$ cat config.mk
export PLATFORM = sky130hd
export DESIGN_NAME = hex_loader
export DESIGN_NICKNAME = d
export VERILOG_FILES = /design/src/rtl/hex_loader.sv
export SDC_FILE = /design/constraint.sdc
export NUM_CORES = 1
export LEC_CHECK = 0
export CAP_MARGIN = 20
export CORE_ASPECT_RATIO = 0.8
export CORE_MARGIN = 2
export CORE_UTILIZATION = 35
export DETAILED_ROUTE_END_ITERATION = 7
export GPL_TIMING_DRIVEN = 0
export PLACE_DENSITY = 0.63
export SETUP_SLACK_MARGIN = 0.05
export SLEW_MARGIN = 30
export SYNTH_ARGS = -nofsm -noshare
export SYNTH_HDL_FRONTEND = slang
export SYNTH_SLANG_ARGS = --single-unit
$ cat constraint.sdc
create_clock -name clk_48 -period 8.02 [get_ports clk_48]
set_clock_uncertainty 0.1 [all_clocks]
set_input_delay 0.802 -clock clk_48 [delete_from_list [all_inputs] [get_ports clk_48]]
set_output_delay 0.802 -clock clk_48 [all_outputs]
set_load 0.02 [all_outputs]
$ cat src/rtl/hex_loader.sv
// rtl/hex_loader.sv - UART hex-text loader that fills HERA command memory, then releases the core
// Optional echo transmitter enabled by defining HEX_LOADER_ECHO_EN.
module hex_loader #(
    parameter int                OVS_DIV  = 1250,
    parameter int                DATA_W   = 16,
    parameter int                ADDR_W   = 10,
    parameter logic [DATA_W-1:0] END_WORD = DATA_W'(16'hEEFF),
    parameter int                RES_LEN  = 4
) (
    input  logic              clk_48,
    input  logic              rst_,
    input  logic              rd,
    input  logic              dtr,
    output logic              dsr,
    output logic              cd,
    input  logic              rts,
    output logic              cts,
    output logic              tx,
    output logic [DATA_W-1:0] data,
    output logic [ADDR_W-1:0] addr,
    output logic              wren,
    output logic              resout,
    output logic              frame_err
);
    localparam int NIB   = DATA_W / 4;
    localparam int DIV_W = (OVS_DIV > 1) ? $clog2(OVS_DIV) : 1;
    localparam int NC_W  = $clog2(NIB + 1);
    localparam int RC_W  = $clog2(RES_LEN + 1);

    localparam logic [DIV_W-1:0] DIV_LAST = DIV_W'(OVS_DIV - 1);
    localparam logic [NC_W-1:0]  NC_LAST  = NC_W'(NIB - 1);
    localparam logic [RC_W-1:0]  RC_LAST  = RC_W'(RES_LEN - 1);

    localparam logic [2:0] RX_IDLE  = 3'd0;
    localparam logic [2:0] RX_START = 3'd1;
    localparam logic [2:0] RX_DATA  = 3'd2;
    localparam logic [2:0] RX_STOP  = 3'd3;
    localparam logic [2:0] RX_BREAK = 3'd4;

    localparam logic [1:0] ST_LOAD    = 2'd0;
    localparam logic [1:0] ST_RELEASE = 2'd1;
    localparam logic [1:0] ST_DONE    = 2'd2;

    function automatic logic [4:0] hex_nib(input logic [7:0] b);
        logic [4:0] r;
        r = 5'd0;
        if (b >= 8'h30 && b <= 8'h39)      r = {1'b1, 4'(b - 8'h30)};
        else if (b >= 8'h41 && b <= 8'h46) r = {1'b1, 4'(b - 8'h37)};
        else if (b >= 8'h61 && b <= 8'h66) r = {1'b1, 4'(b - 8'h57)};
        return r;
    endfunction

    logic              rd_s1_q, rd_s2_q;
    logic [2:0]        rx_st_q, rx_st_d;
    logic [DIV_W-1:0]  div_q, div_d;
    logic [3:0]        tcnt_q, tcnt_d;
    logic [2:0]        bcnt_q, bcnt_d;
    logic [7:0]        shreg_q, shreg_d;
    logic              byte_valid_q, byte_valid_d;
    logic              frame_err_q, frame_err_d;
    logic              tick;

    logic [1:0]        state_q, state_d;
    logic [DATA_W-1:0] word_q, word_d;
    logic [NC_W-1:0]   ncnt_q, ncnt_d;
    logic [RC_W-1:0]   rcnt_q, rcnt_d;
    logic [DATA_W-1:0] data_q, data_d;
    logic [ADDR_W-1:0] addr_q, addr_d;
    logic              wren_q, wren_d;
    logic              resout_q, resout_d;
    logic [4:0]        hv;
    logic [DATA_W-1:0] word_sh;

    assign dsr       = dtr;
    assign cd        = dtr;
    assign cts       = rts;
    assign data      = data_q;
    assign addr      = addr_q;
    assign wren      = wren_q;
    assign resout    = resout_q;
    assign frame_err = frame_err_q;

    assign hv      = hex_nib(shreg_q);
    assign word_sh = DATA_W'({word_q, hv[3:0]});

    // Start edge is taken on any cycle so the divider can be re-phased to it.
    always_comb begin
        rx_st_d      = rx_st_q;
        tcnt_d       = tcnt_q;
        bcnt_d       = bcnt_q;
        shreg_d      = shreg_q;
        frame_err_d  = frame_err_q;
        byte_valid_d = 1'b0;
        tick         = (div_q == DIV_LAST);
        div_d        = tick ? '0 : div_q + DIV_W'(1);
        case (rx_st_q)
            RX_IDLE: begin
                if (!rd_s2_q) begin
                    rx_st_d = RX_START;
                    div_d   = '0;
                    tcnt_d  = 4'd0;
                end
            end
            RX_START: begin
                if (tick) begin
                    if (tcnt_q == 4'd7) begin
                        tcnt_d  = 4'd0;
                        bcnt_d  = 3'd0;
                        rx_st_d = rd_s2_q ? RX_IDLE : RX_DATA;
                    end else begin
                        tcnt_d = tcnt_q + 4'd1;
                    end
                end
            end
            RX_DATA: begin
                if (tick) begin
                    if (tcnt_q == 4'd15) begin
                        tcnt_d  = 4'd0;
                        shreg_d = {rd_s2_q, shreg_q[7:1]};
                        if (bcnt_q == 3'd7) rx_st_d = RX_STOP;
                        else                bcnt_d  = bcnt_q + 3'd1;
                    end else begin
                        tcnt_d = tcnt_q + 4'd1;
                    end
                end
            end
            RX_STOP: begin
                if (tick) begin
                    if (tcnt_q == 4'd15) begin
                        tcnt_d = 4'd0;
                        if (rd_s2_q) begin
                            byte_valid_d = 1'b1;
                            rx_st_d      = RX_IDLE;
                        end else begin
                            frame_err_d = 1'b1;
                            rx_st_d     = RX_BREAK;
                        end
                    end else begin
                        tcnt_d = tcnt_q + 4'd1;
                    end
                end
            end
            RX_BREAK: begin
                if (tick && rd_s2_q) rx_st_d = RX_IDLE;
            end
            default: rx_st_d = RX_IDLE;
        endcase
    end

    always_comb begin
        state_d  = state_q;
        word_d   = word_q;
        ncnt_d   = ncnt_q;
        rcnt_d   = rcnt_q;
        data_d   = data_q;
        resout_d = resout_q;
        wren_d   = 1'b0;
        addr_d   = wren_q ? addr_q + ADDR_W'(1) : addr_q;
        case (state_q)
            ST_LOAD: begin
                if (byte_valid_q) begin
                    if (hv[4]) begin
                        word_d = word_sh;
                        if (ncnt_q == NC_LAST) begin
                            ncnt_d = '0;
                            if (word_sh == END_WORD) begin
                                state_d = ST_RELEASE;
                                rcnt_d  = '0;
                            end else begin
                                data_d = word_sh;
                                wren_d = 1'b1;
                            end
                        end else begin
                            ncnt_d = ncnt_q + NC_W'(1);
                        end
                    end else begin
                        word_d = '0;
                        ncnt_d = '0;
                    end
                end
            end
            ST_RELEASE: begin
                if (rcnt_q == RC_LAST) begin
                    state_d  = ST_DONE;
                    resout_d = 1'b1;
                end else begin
                    rcnt_d = rcnt_q + RC_W'(1);
                end
            end
            ST_DONE: resout_d = 1'b1;
            default: state_d = ST_LOAD;
        endcase
    end

    always_ff @(posedge clk_48) begin
        if (!rst_) begin
            rd_s1_q      <= 1'b1;
            rd_s2_q      <= 1'b1;
            rx_st_q      <= RX_IDLE;
            div_q        <= '0;
            tcnt_q       <= 4'd0;
            bcnt_q       <= 3'd0;
            shreg_q      <= 8'd0;
            byte_valid_q <= 1'b0;
            frame_err_q  <= 1'b0;
            state_q      <= ST_LOAD;
            word_q       <= '0;
            ncnt_q       <= '0;
            rcnt_q       <= '0;
            data_q       <= '0;
            addr_q       <= '0;
            wren_q       <= 1'b0;
            resout_q     <= 1'b0;
        end else begin
            rd_s1_q      <= rd;
            rd_s2_q      <= rd_s1_q;
            rx_st_q      <= rx_st_d;
            div_q        <= div_d;
            tcnt_q       <= tcnt_d;
            bcnt_q       <= bcnt_d;
            shreg_q      <= shreg_d;
            byte_valid_q <= byte_valid_d;
            frame_err_q  <= frame_err_d;
            state_q      <= state_d;
            word_q       <= word_d;
            ncnt_q       <= ncnt_d;
            rcnt_q       <= rcnt_d;
            data_q       <= data_d;
            addr_q       <= addr_d;
            wren_q       <= wren_d;
            resout_q     <= resout_d;
        end
    end

`ifdef HEX_LOADER_ECHO_EN
    localparam logic [1:0] TX_IDLE  = 2'd0;
    localparam logic [1:0] TX_START = 2'd1;
    localparam logic [1:0] TX_DATA  = 2'd2;
    localparam logic [1:0] TX_STOP  = 2'd3;

    logic [1:0]       tx_st_q, tx_st_d;
    logic [DIV_W-1:0] tdiv_q, tdiv_d;
    logic [3:0]       ttc_q, ttc_d;
    logic [2:0]       tbit_q, tbit_d;
    logic [7:0]       tsh_q, tsh_d;
    logic [7:0]       hold_q, hold_d;
    logic             hold_full_q, hold_full_d;
    logic             tx_q, tx_d;
    logic             ttick, take;

    // The holding register may refill in the same cycle the transmitter empties it.
    always_comb begin
        tx_st_d     = tx_st_q;
        ttc_d       = ttc_q;
        tbit_d      = tbit_q;
        tsh_d       = tsh_q;
        hold_d      = hold_q;
        tx_d        = tx_q;
        take        = 1'b0;
        ttick       = (tdiv_q == DIV_LAST);
        tdiv_d      = ttick ? '0 : tdiv_q + DIV_W'(1);
        case (tx_st_q)
            TX_IDLE: begin
                tdiv_d = '0;
                if (hold_full_q) begin
                    take    = 1'b1;
                    tsh_d   = hold_q;
                    tx_d    = 1'b0;
                    ttc_d   = 4'd0;
                    tx_st_d = TX_START;
                end
            end
            TX_START: begin
                if (ttick) begin
                    if (ttc_q == 4'd15) begin
                        ttc_d   = 4'd0;
                        tbit_d  = 3'd0;
                        tx_d    = tsh_q[0];
                        tx_st_d = TX_DATA;
                    end else begin
                        ttc_d = ttc_q + 4'd1;
                    end
                end
            end
            TX_DATA: begin
                if (ttick) begin
                    if (ttc_q == 4'd15) begin
                        ttc_d = 4'd0;
                        if (tbit_q == 3'd7) begin
                            tx_d    = 1'b1;
                            tx_st_d = TX_STOP;
                        end else begin
                            tbit_d = tbit_q + 3'd1;
                            tsh_d  = {1'b0, tsh_q[7:1]};
                            tx_d   = tsh_q[1];
                        end
                    end else begin
                        ttc_d = ttc_q + 4'd1;
                    end
                end
            end
            default: begin
                if (ttick) begin
                    if (ttc_q == 4'd15) tx_st_d = TX_IDLE;
                    else                ttc_d   = ttc_q + 4'd1;
                end
            end
        endcase
        hold_full_d = hold_full_q & ~take;
        if (byte_valid_q && (!hold_full_q || take)) begin
            hold_d      = shreg_q;
            hold_full_d = 1'b1;
        end
    end

    always_ff @(posedge clk_48) begin
        if (!rst_) begin
            tx_st_q     <= TX_IDLE;
            tdiv_q      <= '0;
            ttc_q       <= 4'd0;
            tbit_q      <= 3'd0;
            tsh_q       <= 8'd0;
            hold_q      <= 8'd0;
            hold_full_q <= 1'b0;
            tx_q        <= 1'b1;
        end else begin
            tx_st_q     <= tx_st_d;
            tdiv_q      <= tdiv_d;
            ttc_q       <= ttc_d;
            tbit_q      <= tbit_d;
            tsh_q       <= tsh_d;
            hold_q      <= hold_d;
            hold_full_q <= hold_full_d;
            tx_q        <= tx_d;
        end
    end

    assign tx = tx_q;
`else
    assign tx = 1'b1;
`endif

endmodule

# == After elaboration in Yosys (flattened, before gate mapping) ==
# Cells that the tools add are included.
# totals
reg_bits,81
in_bits,5
output_inout_bits,33
# classes
n_addsub,9
magnitude_cmp,6
eq_ne,30
n_mux,49
n_bitwise,3
reduce_logical,23
# op_table
cell,n
$mux W3,22
$mux W11,3
$ne A2 B2 Y1 const B,16
$mux W4,5
$reduce_and A6 Y1,3
$eq A16 B16 Y1 const B,1
$ge A8 B7 Y1 const B,2
$le A8 B7 Y1 const B,2
$mux W5,3
$pmux W3 S5,1
$eq A3 B2 Y1 const B,4
$mux W12,1
$mux W2,6
$pmux W3 S2,2
$pmux W4 S3,1
$reduce_and A4 Y1,3
$add A11 B1 Y11 const B,1
$eq A11 B11 Y1 const B,1
$add A10 B1 Y10 const B,1
$reduce_and A5 Y1,2
$add A3 B1 Y3 const B,3
$reduce_and A9 Y1,1
$ge A8 B6 Y1 const B,1
$le A8 B6 Y1 const B,1
other kinds (22),34

# == Logic depth before layout (Yosys ltp) ==
# depth
depth_word,11
mapped_depth,8

# == Worst setup path after synthesis ==
# OpenSTA, ideal clock, no wires.
# synth_path
path_kind,register to register
start,register shreg_q[3]
end,register data_q[0] (netlist: data[0])
arrival_time_ns,2.337
setup_slack_ns,5.462
path_stages_with_launch,7
n_path_buf,1
path_cell_list,dfxtp_1 > buf_6 > or4b_4 > or3b_4 > a211o_1 > a31oi_4 > mux2_2
# synth_between
elab_chain_len,8
word_cells_on_any_way,18
classes_between,add/sub: 3; order compare: 6; eq/ne: 1; mux: 3; bitwise: 1; reduce/logical: 4
# synth_lines
item,line_no,rtl
start: declaration,58,"logic [7:0] shreg_q, shreg_d;"
start signal: assignment,221,shreg_q <= shreg_d;
$ge A8 B7 Y1 or $le A8 B7 Y1 (tied branches),49,"else if (b >= 8'h61 && b <= 8'h66) r = {1'b1, 4'(b - 8'h57)};"
$logic_and A1 B1 Y1,49,
$mux W5,49,
$mux W5,48,"else if (b >= 8'h41 && b <= 8'h46) r = {1'b1, 4'(b - 8'h37)};"
$mux W5 *,47,"if (b >= 8'h30 && b <= 8'h39) r = {1'b1, 4'(b - 8'h30)};"
$eq A16 B16 Y1,166,if (word_sh == END_WORD) begin
$not A1 Y1 (no line),-,
$reduce_and A5 Y1 (no line),-,
end signal: assignment,228,data_q <= data_d;
end: declaration,67,"logic [DATA_W-1:0] data_q, data_d;"
# Mark *: on every way between the ends. The rest lies on a longest branch, timed or not.
# A chain may end at the register's enable or synchronous reset.

# == Worst setup path after layout ==
# layout_path
start,register shreg_q[0]
end,register data_q[0] (netlist: data[0])
# Same word-level chain as after synthesis.

==> results.toml <==
[cts]
cts_tree = "built"
cts_buffers = 9
clock-root-buffer = "clkbuf_16"
cts.clk_slew.worst_paths_ns = 0.06
clk_path_buf_depth = 2
ctsResizeCount = 0
post_cts_buffers = 0
hold_buffers = 0
insertion_delay_ns = 0.34
h-tree-depth = 3
cts_sinks = 81

[critical_path]
regToRegSetupSlack_ns = 5.26
cp.arrival_ns = 2.88
crit_required_ns = 8.14
r2r-start = "shreg_q[0]"
slowest_stage = "or3b_4"
endpoint = "data[0]"
worstRegToRegCells = 7
crit_path_end_kind = "flip-flop"
worstPathMaxFanout = 8
cp-startpoint = "shreg_q[0]"
crit_type = "flip-flop to flip-flop"
crit_chain = "inv_1 > ha_1 > nor3b_1 > or3b_4 > a211o_1 > a31oi_4 > mux2_2"
cp-start-kind = "flip-flop"
timing.rr.end = "data[0]"
max_stage_delay_ns = 0.44

[floorplan]
die_h_um = 97.1
fp.dieW_um = 120
die_area_um2 = 11700
io_pins = 38
rows = 33
core_area_um2 = 10400
initial_core_util_pct = 36.4

[finish]
final_common_cell = "dfxtp_1"
area_growth_pct = 22.6
nNetsFinal = 473
fin_cells = 601
antenna_cells = 0
fill_cells = 1029
drive_gt1_share_pct = 6.72
final_cell_mix = "81 x dfxtp_1, 48 x nand2_1, 33 x clkdlybuf4s50_1"

[power_and_ir_drop]
p_int_w = 0.000739
peakVddDrop_mv = 0.0933
p_leak_nw = 1.58
power_density_nw_per_um2 = 202
power.share.sequential_pct = 43.7
p_sw_w = 0.000199
p_comb_share_pct = 6.0
power.share.switching_pct = 21.2
power_frac_clock_pct = 50.3
power.total_w = 0.000938

[global_routing]
overflow = 0
antenna_found_initial = 0
grt_pass1_wl_um = 13600
grt_pass1_vias = 2790
grt_start_max_net_pins = 14
track_usage_pct = 14.5

[yosys]
async_flop_share_pct = 0
yosysUniqueCellTypes = 60
synth_seq_cells = 81
synth_top_cell_by_area = "dfxtp_1"
syn_area_um2 = 3790
synth_edf_count = 0
yosys_warnings = 0
syn_area_per_cell_um2 = 9.20
synth_top_area_share_pct = 42.8
synth_area_leaders = "dfxtp_1 43%, mux2i_1 7.1%, nand2_1 4.8%"
synth_seq_area_share_pct = 42.8
syn_inst = 412
syn-num-nets = 429
ys.flop_type = "dfxtp_1"

[outcome]
status = "finished clean"

[flow_run]
maxCapViolations = 0

[timing]
finalHoldViolations = 0
period_needed_ns = 2.76
setup_viol = 0
fmaxAchievable_mhz = 362
fin_crit_sh_pct = 34.4
rsz0062_at_grt = "false"
setup_tns_ns = 0
maxSlewViolCount = 0
slew_headroom_pct = 45.5
worst_pin_slew_ns = 0.818

[detailed_routing]
drtAntennaViolNets = 0
route.detailed.drc = 0
drt-wirelength-per-cell_um = 13.4
vias_per_cell = 5.00
num_vias = 3004
drt_wl_total_um = 8030
dr.pass1.iters = 4
drt_iter0_drc = 142

[place]
place_congestion = 0.840
portBuffers = 33
dpl.hpwl_um = 5750
place_inst = 585

[min_path]
hold_path.class = "flip-flop to flip-flop"
## power groups by stage
| stage | combinational (W) | sequential, W | clock, W |
|---|---|---|---|
| final | 0.0000559 | 0.000410 | 0.000472 |
| after global routing | 0.0000618 | 0.000411 | 0.000500 |
| after detailed placement | 0.0000550 | 0.000419 | 0 |
| after floorplan | 0.0000416 | 0.000418 | 0 |
| after CTS | 0.0000553 | 0.000410 | 0.000483 |
| after global placement | 0.0000541 | 0.000419 | 0 |
## worst min-delay path by stage
stage	slack (ns)	depth (start not counted)	to	start
finish	0.31	1	rd_s2_q	rd_s1_q
global route	0.34	1	rd_s2_q	rd_s1_q
CTS	0.31	1	rd_s2_q	rd_s1_q
detailed placement	0.30	1	rd_s2_q	rd_s1_q
global placement	0.29	1	rd_s2_q	rd_s1_q
floorplan	0.29	1	rd_s2_q	rd_s1_q
## per-layer routing
metal,share of wire (%),track usage (%),vias up
met2,44,21.7,55
met3,4.2,4.52,4
met1,51,19.8,1416
met5,0,0,-
met4,0.60,4.65,0
li1,-,-,1529
## registers in the layout, indices dropped and copies added, names as in the netlist
register      count
bcnt_q            3
addr             10
frame_err         1
resout            1
byte_valid_q      1
div_q            11
data             16
rd_s2_q           1
ncnt_q            3
rx_st_q           3
word_q           12
rcnt_q            3
shreg_q           8
rd_s1_q           1
wren              1
tcnt_q            4
state_q           2
## per-stage QoR
stage	hold slack, ns	area [µm²]	setup WS (ns)	utilization [%]
3_5_place_dp	0.299	4300	5.25	41.3
2_1_floorplan	0.286	3790	5.46	-
5_1_grt	0.343	4650	5.13	44.7
3_3_place_gp	0.291	4300	5.30	41.3
4_1_cts	0.313	4640	5.26	44.6
6_report	0.311	4650	5.26	44.7
## final cells by class
class | count | area [µm²] | share of cell area, %
timing repair buffer | 33 | 330 | 7.11
clock inverter | 5 | 103 | 2.21
clock buffer | 11 | 243 | 5.22
tap | 140 | 175 | 3.77
multi-input combinational | 300 | 2020 | 43.6
sequential | 81 | 1620 | 34.9
inverter | 8 | 30.0 | 0.646
buffer | 23 | 120 | 2.58
## critical path, delay by kind of cell (launching register included)
| family | cells | cell delay (ns) |
|---|---|---|
| flops | 1 | 0.43 |
| compound gates | 2 | 0.76 |
| mux | 1 | 0.38 |
| simple gates | 2 | 0.61 |
| buf+inv | 1 | 0.12 |
| fa+ha+maj | 1 | 0.24 |
## cell usage after synthesis (all sizes together), types with 6 or more instances
cell	count
nand2	48
nand2b	7
and2	15
nor2	23
o21ai	13
a22oi	8
xnor2	11
ha	12
inv	8
nor3b	6
dfxtp	81
clkbuf	17
nand4	8
a21oi	6
mux2i	27
nand3	17
xor2	6
and3	6
buf	6
nor2b	22
a21boi	9
## cell families after synthesis
| family | synth area share (%) |
|---|---|
| compound gates | 11.8 |
| xor+xnor | 3.93 |
| fa+ha+maj | 3.96 |
| buf+inv | 3.96 |
| flops | 42.8 |
| mux | 7.43 |
| other cells | 0.0989 |
| simple gates | 26.0 |
Power figures use the tool's default switching activity.
